==> src/rtl/stopwatch_cu_pkg.sv <==
// Shared constants and types for the stopwatch control unit.
// State codes are exported as localparams so LEDs and debug tools can decode them.
package stopwatch_pkg;

    typedef logic [1:0] state_t;

    localparam state_t ST_STOP  = 2'b00;
    localparam state_t ST_RUN   = 2'b01;
    localparam state_t ST_CLEAR = 2'b10;

    // 1 kHz sample tick at 100 MHz, 8 ms of stable input to accept a level
    localparam int DB_COUNT_DEF = 100_000;
    localparam int DB_DEPTH_DEF = 8;

    localparam int NUM_BTN   = 3;
    localparam int BTN_RUN   = 0;
    localparam int BTN_CLEAR = 1;
    localparam int BTN_LAP   = 2;

    typedef struct packed {
        logic run;
        logic clear;
    } cu_out_t;

endpackage

==> src/rtl/stopwatch_cu_if.sv <==
// Button/control bundle between the board side and the stopwatch control unit.
// The master side owns the raw buttons; the slave (control unit) owns the controls.
interface stopwatch_cu_if;
    import stopwatch_pkg::*;

    logic   btn_run;
    logic   btn_clear;
    logic   btn_lap;
    logic   run;
    logic   clear;
    logic   lap_hold;
    state_t state;

    modport master (
        output btn_run, btn_clear, btn_lap,
        input  run, clear, lap_hold, state
    );

    modport slave (
        input  btn_run, btn_clear, btn_lap,
        output run, clear, lap_hold, state
    );

endinterface

==> src/rtl/stopwatch_cu_btn_debounce.sv <==
// One button lane: 2-flop synchronizer, sampled shift-register debounce,
// stable level with hysteresis and a registered press pulse on its rising edge.
module btn_debounce #(
    parameter int DB_DEPTH = 8
) (
    input  logic clk,
    input  logic reset_n,
    input  logic sample_tick,
    input  logic btn_raw,
    output logic btn_pulse
);

    logic [1:0]          sync_q;
    logic [1:0]          vld_pipe_q;
    logic [DB_DEPTH-1:0] shift_q, shift_d;
    logic                stable_q, stable_d;
    logic                armed_q, armed_d;
    logic                pulse_q, pulse_d;

    // A lane only fires after it has sampled a real low once; a button held
    // through reset settles to stable-high silently and must be re-pressed.
    always_comb begin
        shift_d = shift_q;
        if (sample_tick) shift_d = {shift_q[DB_DEPTH-2:0], sync_q[1]};

        stable_d = stable_q;
        if (&shift_q)       stable_d = 1'b1;
        else if (~|shift_q) stable_d = 1'b0;

        armed_d = armed_q | (sample_tick & vld_pipe_q[1] & ~sync_q[1]);
        pulse_d = stable_d & ~stable_q & armed_q;
    end

    always_ff @(posedge clk or negedge reset_n) begin
        if (!reset_n) begin
            sync_q     <= '0;
            vld_pipe_q <= '0;
            shift_q    <= '0;
            stable_q   <= 1'b0;
            armed_q    <= 1'b0;
            pulse_q    <= 1'b0;
        end else begin
            sync_q     <= {sync_q[0], btn_raw};
            vld_pipe_q <= {vld_pipe_q[0], 1'b1};
            shift_q    <= shift_d;
            stable_q   <= stable_d;
            armed_q    <= armed_d;
            pulse_q    <= pulse_d;
        end
    end

    assign btn_pulse = pulse_q;

endmodule

==> src/rtl/stopwatch_cu.sv <==
// Stopwatch control unit: debounces run/clear/lap and sequences the datapath
// through STOP/RUN/CLEAR, driving run, a one-cycle clear and the lap_hold level.
module stopwatch_cu
    import stopwatch_pkg::*;
#(
    parameter int DB_COUNT = DB_COUNT_DEF,
    parameter int DB_DEPTH = DB_DEPTH_DEF
) (
    input  logic          clk,
    input  logic          reset_n,
    stopwatch_cu_if.slave bus
);

    localparam int CW = (DB_COUNT > 1) ? $clog2(DB_COUNT) : 1;

    logic [CW-1:0]      cnt_q;
    logic               sample_tick;
    logic [NUM_BTN-1:0] btn_raw, btn_pulse;
    logic               run_p, clear_p, lap_p;

    state_t  state_q, state_d;
    logic    lap_q, lap_d;
    cu_out_t out_q, out_d;

    // Shared prescaler: every lane samples on the same tick.
    assign sample_tick = (cnt_q == CW'(DB_COUNT - 1));

    always_ff @(posedge clk or negedge reset_n) begin
        if (!reset_n)         cnt_q <= '0;
        else if (sample_tick) cnt_q <= '0;
        else                  cnt_q <= cnt_q + CW'(1);
    end

    assign btn_raw[BTN_RUN]   = bus.btn_run;
    assign btn_raw[BTN_CLEAR] = bus.btn_clear;
    assign btn_raw[BTN_LAP]   = bus.btn_lap;

    for (genvar g = 0; g < NUM_BTN; g++) begin : g_btn
        btn_debounce #(
            .DB_DEPTH (DB_DEPTH)
        ) u_db (
            .clk         (clk),
            .reset_n     (reset_n),
            .sample_tick (sample_tick),
            .btn_raw     (btn_raw[g]),
            .btn_pulse   (btn_pulse[g])
        );
    end

    assign run_p   = btn_pulse[BTN_RUN];
    assign clear_p = btn_pulse[BTN_CLEAR];
    assign lap_p   = btn_pulse[BTN_LAP];

    always_ff @(posedge clk or negedge reset_n) begin
        if (!reset_n) begin
            state_q <= ST_STOP;
            lap_q   <= 1'b0;
            out_q   <= '0;
        end else begin
            state_q <= state_d;
            lap_q   <= lap_d;
            out_q   <= out_d;
        end
    end

    // Same-cycle pulses resolve clear > run > lap; lap_hold rides along here
    // because its update depends on which pulse won.
    always_comb begin
        state_d = state_q;
        lap_d   = lap_q;
        case (state_q)
            ST_STOP: begin
                if (clear_p) begin
                    state_d = ST_CLEAR;
                    lap_d   = 1'b0;
                end else if (run_p) begin
                    state_d = ST_RUN;
                end else if (lap_p) begin
                    lap_d   = 1'b0;
                end
            end
            ST_RUN: begin
                if (run_p)      state_d = ST_STOP;
                else if (lap_p) lap_d   = ~lap_q;
            end
            ST_CLEAR: state_d = ST_STOP;
            default: begin
                state_d = ST_STOP;
                lap_d   = 1'b0;
            end
        endcase
    end

    // Decoding the next state keeps run/clear registered yet aligned with state_q.
    always_comb begin
        out_d       = '0;
        out_d.run   = (state_d == ST_RUN);
        out_d.clear = (state_d == ST_CLEAR);
    end

    assign bus.run      = out_q.run;
    assign bus.clear    = out_q.clear;
    assign bus.lap_hold = lap_q;
    assign bus.state    = state_q;

endmodule

==> src/flat_wrapper.sv <==
// flat-port wrapper written by rule: the top's interface ports become plain ports
module stopwatch_cu_flat import stopwatch_pkg::*;
#(
    parameter int DB_COUNT = DB_COUNT_DEF,
    parameter int DB_DEPTH = DB_DEPTH_DEF
)
  (clk, reset_n, bus_btn_run, bus_btn_clear, bus_btn_lap, bus_run, bus_clear, bus_lap_hold, bus_state);
  stopwatch_cu_if bus_i ();
  input  logic clk;
  input  logic reset_n;
  input wire logic [$bits(bus_i.btn_run)-1:0] bus_btn_run;
  input wire logic [$bits(bus_i.btn_clear)-1:0] bus_btn_clear;
  input wire logic [$bits(bus_i.btn_lap)-1:0] bus_btn_lap;
  output wire logic [$bits(bus_i.run)-1:0] bus_run;
  output wire logic [$bits(bus_i.clear)-1:0] bus_clear;
  output wire logic [$bits(bus_i.lap_hold)-1:0] bus_lap_hold;
  output wire logic [$bits(bus_i.state)-1:0] bus_state;
  assign bus_i.btn_run = bus_btn_run;
  assign bus_i.btn_clear = bus_btn_clear;
  assign bus_i.btn_lap = bus_btn_lap;
  assign bus_run = bus_i.run;
  assign bus_clear = bus_i.clear;
  assign bus_lap_hold = bus_i.lap_hold;
  assign bus_state = bus_i.state;
  stopwatch_cu #(.DB_COUNT(DB_COUNT), .DB_DEPTH(DB_DEPTH)) u_core (.clk(clk), .reset_n(reset_n), .bus(bus_i));
endmodule
==> config.mk <==
export PLATFORM = sky130hd
export DESIGN_NAME = stopwatch_cu_flat
export DESIGN_NICKNAME = d
export VERILOG_FILES = /design/src/rtl/stopwatch_cu_pkg.sv /design/src/rtl/stopwatch_cu_if.sv /design/src/rtl/stopwatch_cu_btn_debounce.sv /design/src/rtl/stopwatch_cu.sv /design/src/flat_wrapper.sv
export SDC_FILE = /design/constraint.sdc
export NUM_CORES = 1
export LEC_CHECK = 0
export CORE_UTILIZATION = 59
export CTS_CLUSTER_DIAMETER = 200
export DETAILED_ROUTE_END_ITERATION = 6
export GPL_ROUTABILITY_DRIVEN = 0
export PLACE_DENSITY = 0.85
export SETUP_SLACK_MARGIN = 0.1
export SLEW_MARGIN = 20
export SYNTH_ARGS = -nofsm -noshare
export SYNTH_HDL_FRONTEND = slang
export SYNTH_SLANG_ARGS = --single-unit
==> constraint.sdc <==
create_clock -name clk -period 2 [get_ports clk]
set_input_delay 0.2 -clock clk [delete_from_list [all_inputs] [get_ports clk]]
set_output_delay 0.2 -clock clk [all_outputs]
set_load 0.02 [all_outputs]
==> impl_metrics.yaml <==
run_status:
  status: "finished, final reports clean"
run:
  max_cap_violations: 0
yosys:
  synth_area_leaders: "dfrtp_1 63%, nand2_1 11%, xnor2_1 3.5%, nand4_1 3.0%, nor2_1 2.1%"
  yosysMostFrequentCell: "nand2_1"
  ys.flop_type: "dfrtp_1"
  synth_commonest_cells: "77 x nand2_1, 63 x dfrtp_1, 14 x nor2_1"
  syn_inst: 236
  synth_top_cell_by_area: "dfrtp_1"
  syn_area_per_cell_um2: 10.7
  synth_top_area_share: 0.626
  yosys_warnings: 0
  ys_seq_area_frac: 0.626
  yosysUniqueCellTypes: 32
  synthArstFlopShare: 1.00
  syn-cell-area_um2: 2520
  synth_edf_count: 0
  ys_ff_latch: 63
  synthesis.nets: 242
sta:
  fmax_ghz: 0.566
  fin_crit_sh: 0.883
  period_minus_slack_ns: 1.77
  fin_setup_tns_ns: 0
  slew_violations: 0
  setup_viol_count_final: 0
  finClkSkew_ns: 0.00836
  rsz0062_at_grt: "false"
  fin_ws_ns: 0.234
  hold_violations: 0
clock_tree:
  clk_latency_ns: 0.33
  htree_levels: 3
  cts_tree: "yes"
  cts.sink_count: 63
  cts_buffers: 9
  clk_pin_slew_ns: 0.06
  clock_path_buffers: 2
  root_buffer: "clkbuf_8"
floorplanning:
  ios: 10
  core_um2: 4060
  dieWidth_um: 67.3
  dieArea_um2: 4530
  die_h_um: 67.3
  rows: 23
  initial_core_util: 0.620
route:
  drt-total-wl_um: 4150
  drc_errors: 0
  routedWlPerCell_um: 13.4
  vias: 1704
  routed_via_density: 5.50
  wl_met3_um: 176
  first_pass_iters: 4
  wl_met2_um: 1910
  m1WireLength_um: 1960
  drtAntennaViolNets: 0
  drt_iter0_drc: 165
  dr.max_layer_used: "met4"
finish:
  drive_gt1_frac: 0.0923
  final_area_um2: 2900
  fin_nets: 261
  antennaDiodeCount: 0
  utilization: 0.715
  areaGrowthSynthToFinish_pct: 15.3
min_path:
  hold_class: "in -> reg"
power:
  p_int_uw: 2060
  switchingPower_uw: 478
  pwr_density_cell_nw_per_um2: 875
  comb_power_share: 0.014
  pwr-share-seq: 0.506
  peakVddDrop_uv: 750
  p_sw_frac: 0.188
  power_uw: 2540
  leakage_uw: 0.00146
  pwr-share-clk: 0.480
critical_path:
  worst_setup_path_start_kind: "flop"
  required_ns: 2.24
  startpoint: "u_core.cnt_q[0]$_DFF_PN0_"
  r2r_setup_slack_ns: 0.23
  r2r-end: "u_core.g_btn[2].u_db.armed_q$_DFF_PN0_"
  slowest_stage: "and4_2"
  cp_num_cells: 5
  reg2regPathDepth: 5
  end_kind: "flop"
  crit_family: "simple AND/OR/NAND/NOR gates"
  slowest_delay_ns: 0.40
  path_buf_inv: 0
  critPathKind: "reg -> reg"
  arrival_ns: 2.01
  r2r-start: "u_core.cnt_q[0]$_DFF_PN0_"
  crit_end: "u_core.g_btn[2].u_db.armed_q$_DFF_PN0_"
  crit_fanout: 10
  path_cells: "ha_1 -> and4_1 -> and4_2 -> nand2_1 -> o21bai_1"
placed_design:
  hpwl_um: 2730
  io_buffer_count: 9
  place_area_um2: 2660
  dp_slack_ns: 0.233
global_route:
  gr-total-overflow: 0
  grt_pass1_vias: 1550
  grtUsageTotal: 0.222
  grt_max_degree: 64
  grt_antenna_before_repair: 0
  grt_pass1_wl_um: 7090
## placed cells by master (no fill, tap or decap), types with 3 or more instances in the layout
cell type        netlist  layout
buf_4                  1       4
clkbuf_8               0      11
clkdlybuf4s50_1        0       8
dfrtp_1               63      63
nand2_1               77      77
nand3_1                5       5
nand4_1               12      12
nor2_1                14      14
nor4b_1                3       3
o21ai_0                7       7
o21bai_1               3       3
or4_1                  6       6
xnor2_1               10      10
xor2_1                 4       4
## how the worst min path moves through the flow
stage | start | to | slack, ns | depth (start not counted)
2_1_floorplan | reset_n | u_core.bus.clear$_DFF_PN0_ | -0.1 | 0
3_3_place_gp | reset_n | u_core.g_btn[1].u_db.shift_q[5]$_DFFE_PN0N_ | 0.23 | 2
3_5_place_dp | reset_n | u_core.g_btn[1].u_db.shift_q[5]$_DFFE_PN0N_ | 0.23 | 2
4_1_cts | bus_btn_clear | u_core.g_btn[1].u_db.sync_q[0]$_DFF_PN0_ | 0.30 | 1
5_1_grt | bus_btn_lap | u_core.g_btn[2].u_db.sync_q[0]$_DFF_PN0_ | 0.31 | 1
6_report | bus_btn_clear | u_core.g_btn[1].u_db.sync_q[0]$_DFF_PN0_ | 0.31 | 1
## power groups by stage
stage          combinational [uW]  clock, uW  sequential, uW
3_5_place_dp                 36.1          0            1310
4_1_cts                      37.5       1240            1290
6_report                     35.2       1220            1290
2_1_floorplan               0.256          0            1310
3_3_place_gp                 35.7          0            1310
5_1_grt                      42.1       1300            1290
## metrics by stage
stage / hold WS, ns / instances
finish: 0.308 / 310
global route: 0.306 / 310
CTS: 0.296 / 310
detailed placement: 0.231 / 293
global placement: 0.233 / 293
floorplan: -0.0956 / 236
## cell families (layout without fill, tap and decap cells)
family,Yosys count,count (layout),synth area share
adder cells (fa/ha/maj),1,1,0.00497
flip-flops,63,63,0.626
AO/OA/AOI/OAI,14,14,0.0333
other,1,1,0.00149
buffers and inverters,9,33,0.0253
XOR/XNOR,14,14,0.0487
AND/OR/NAND/NOR,134,134,0.260
## per-layer routing
metal,global-route usage,vias to the layer above
li1,-,831
met2,0.341,51
met4,0.144,0
met1,0.281,811
met3,0.0507,11
met5,0,-
## registers in the layout, summed over array words and instances (netlist names)
name                          flops
u_core.g_btn.u_db.shift_q        24
u_core.bus.run                    1
u_core.bus.state                  2
u_core.cnt_q                     17
u_core.bus.clear                  1
u_core.g_btn.u_db.vld_pipe_q      2
u_core.g_btn.u_db.btn_pulse       3
u_core.g_btn.u_db.stable_q        3
u_core.g_btn.u_db.sync_q          6
u_core.g_btn.u_db.armed_q         3
u_core.bus.lap_hold               1
## area by class of cell
| type | count | area, um^2 |
|---|---|---|
| flip-flops and latches | 63 | 1580 |
| fillers | 297 | 1150 |
| multi-input cells | 164 | 887 |
| clock buffers | 13 | 159 |
| repair buffers | 15 | 145 |
| clock inverters | 3 | 65.1 |
| well taps | 50 | 62.6 |
| inverters | 2 | 7.51 |
## repair_timing
item / 4_1_cts / 5_1_grt
hold buffers: 1 / 0
resized for setup: 0 / 2
endpoints found under the hold margin: 63 / 0
buffers inserted: 0 / 0
endpoints found under the setup margin: 0 / 3
No activity file was read; power rests on OpenSTA's default activity.
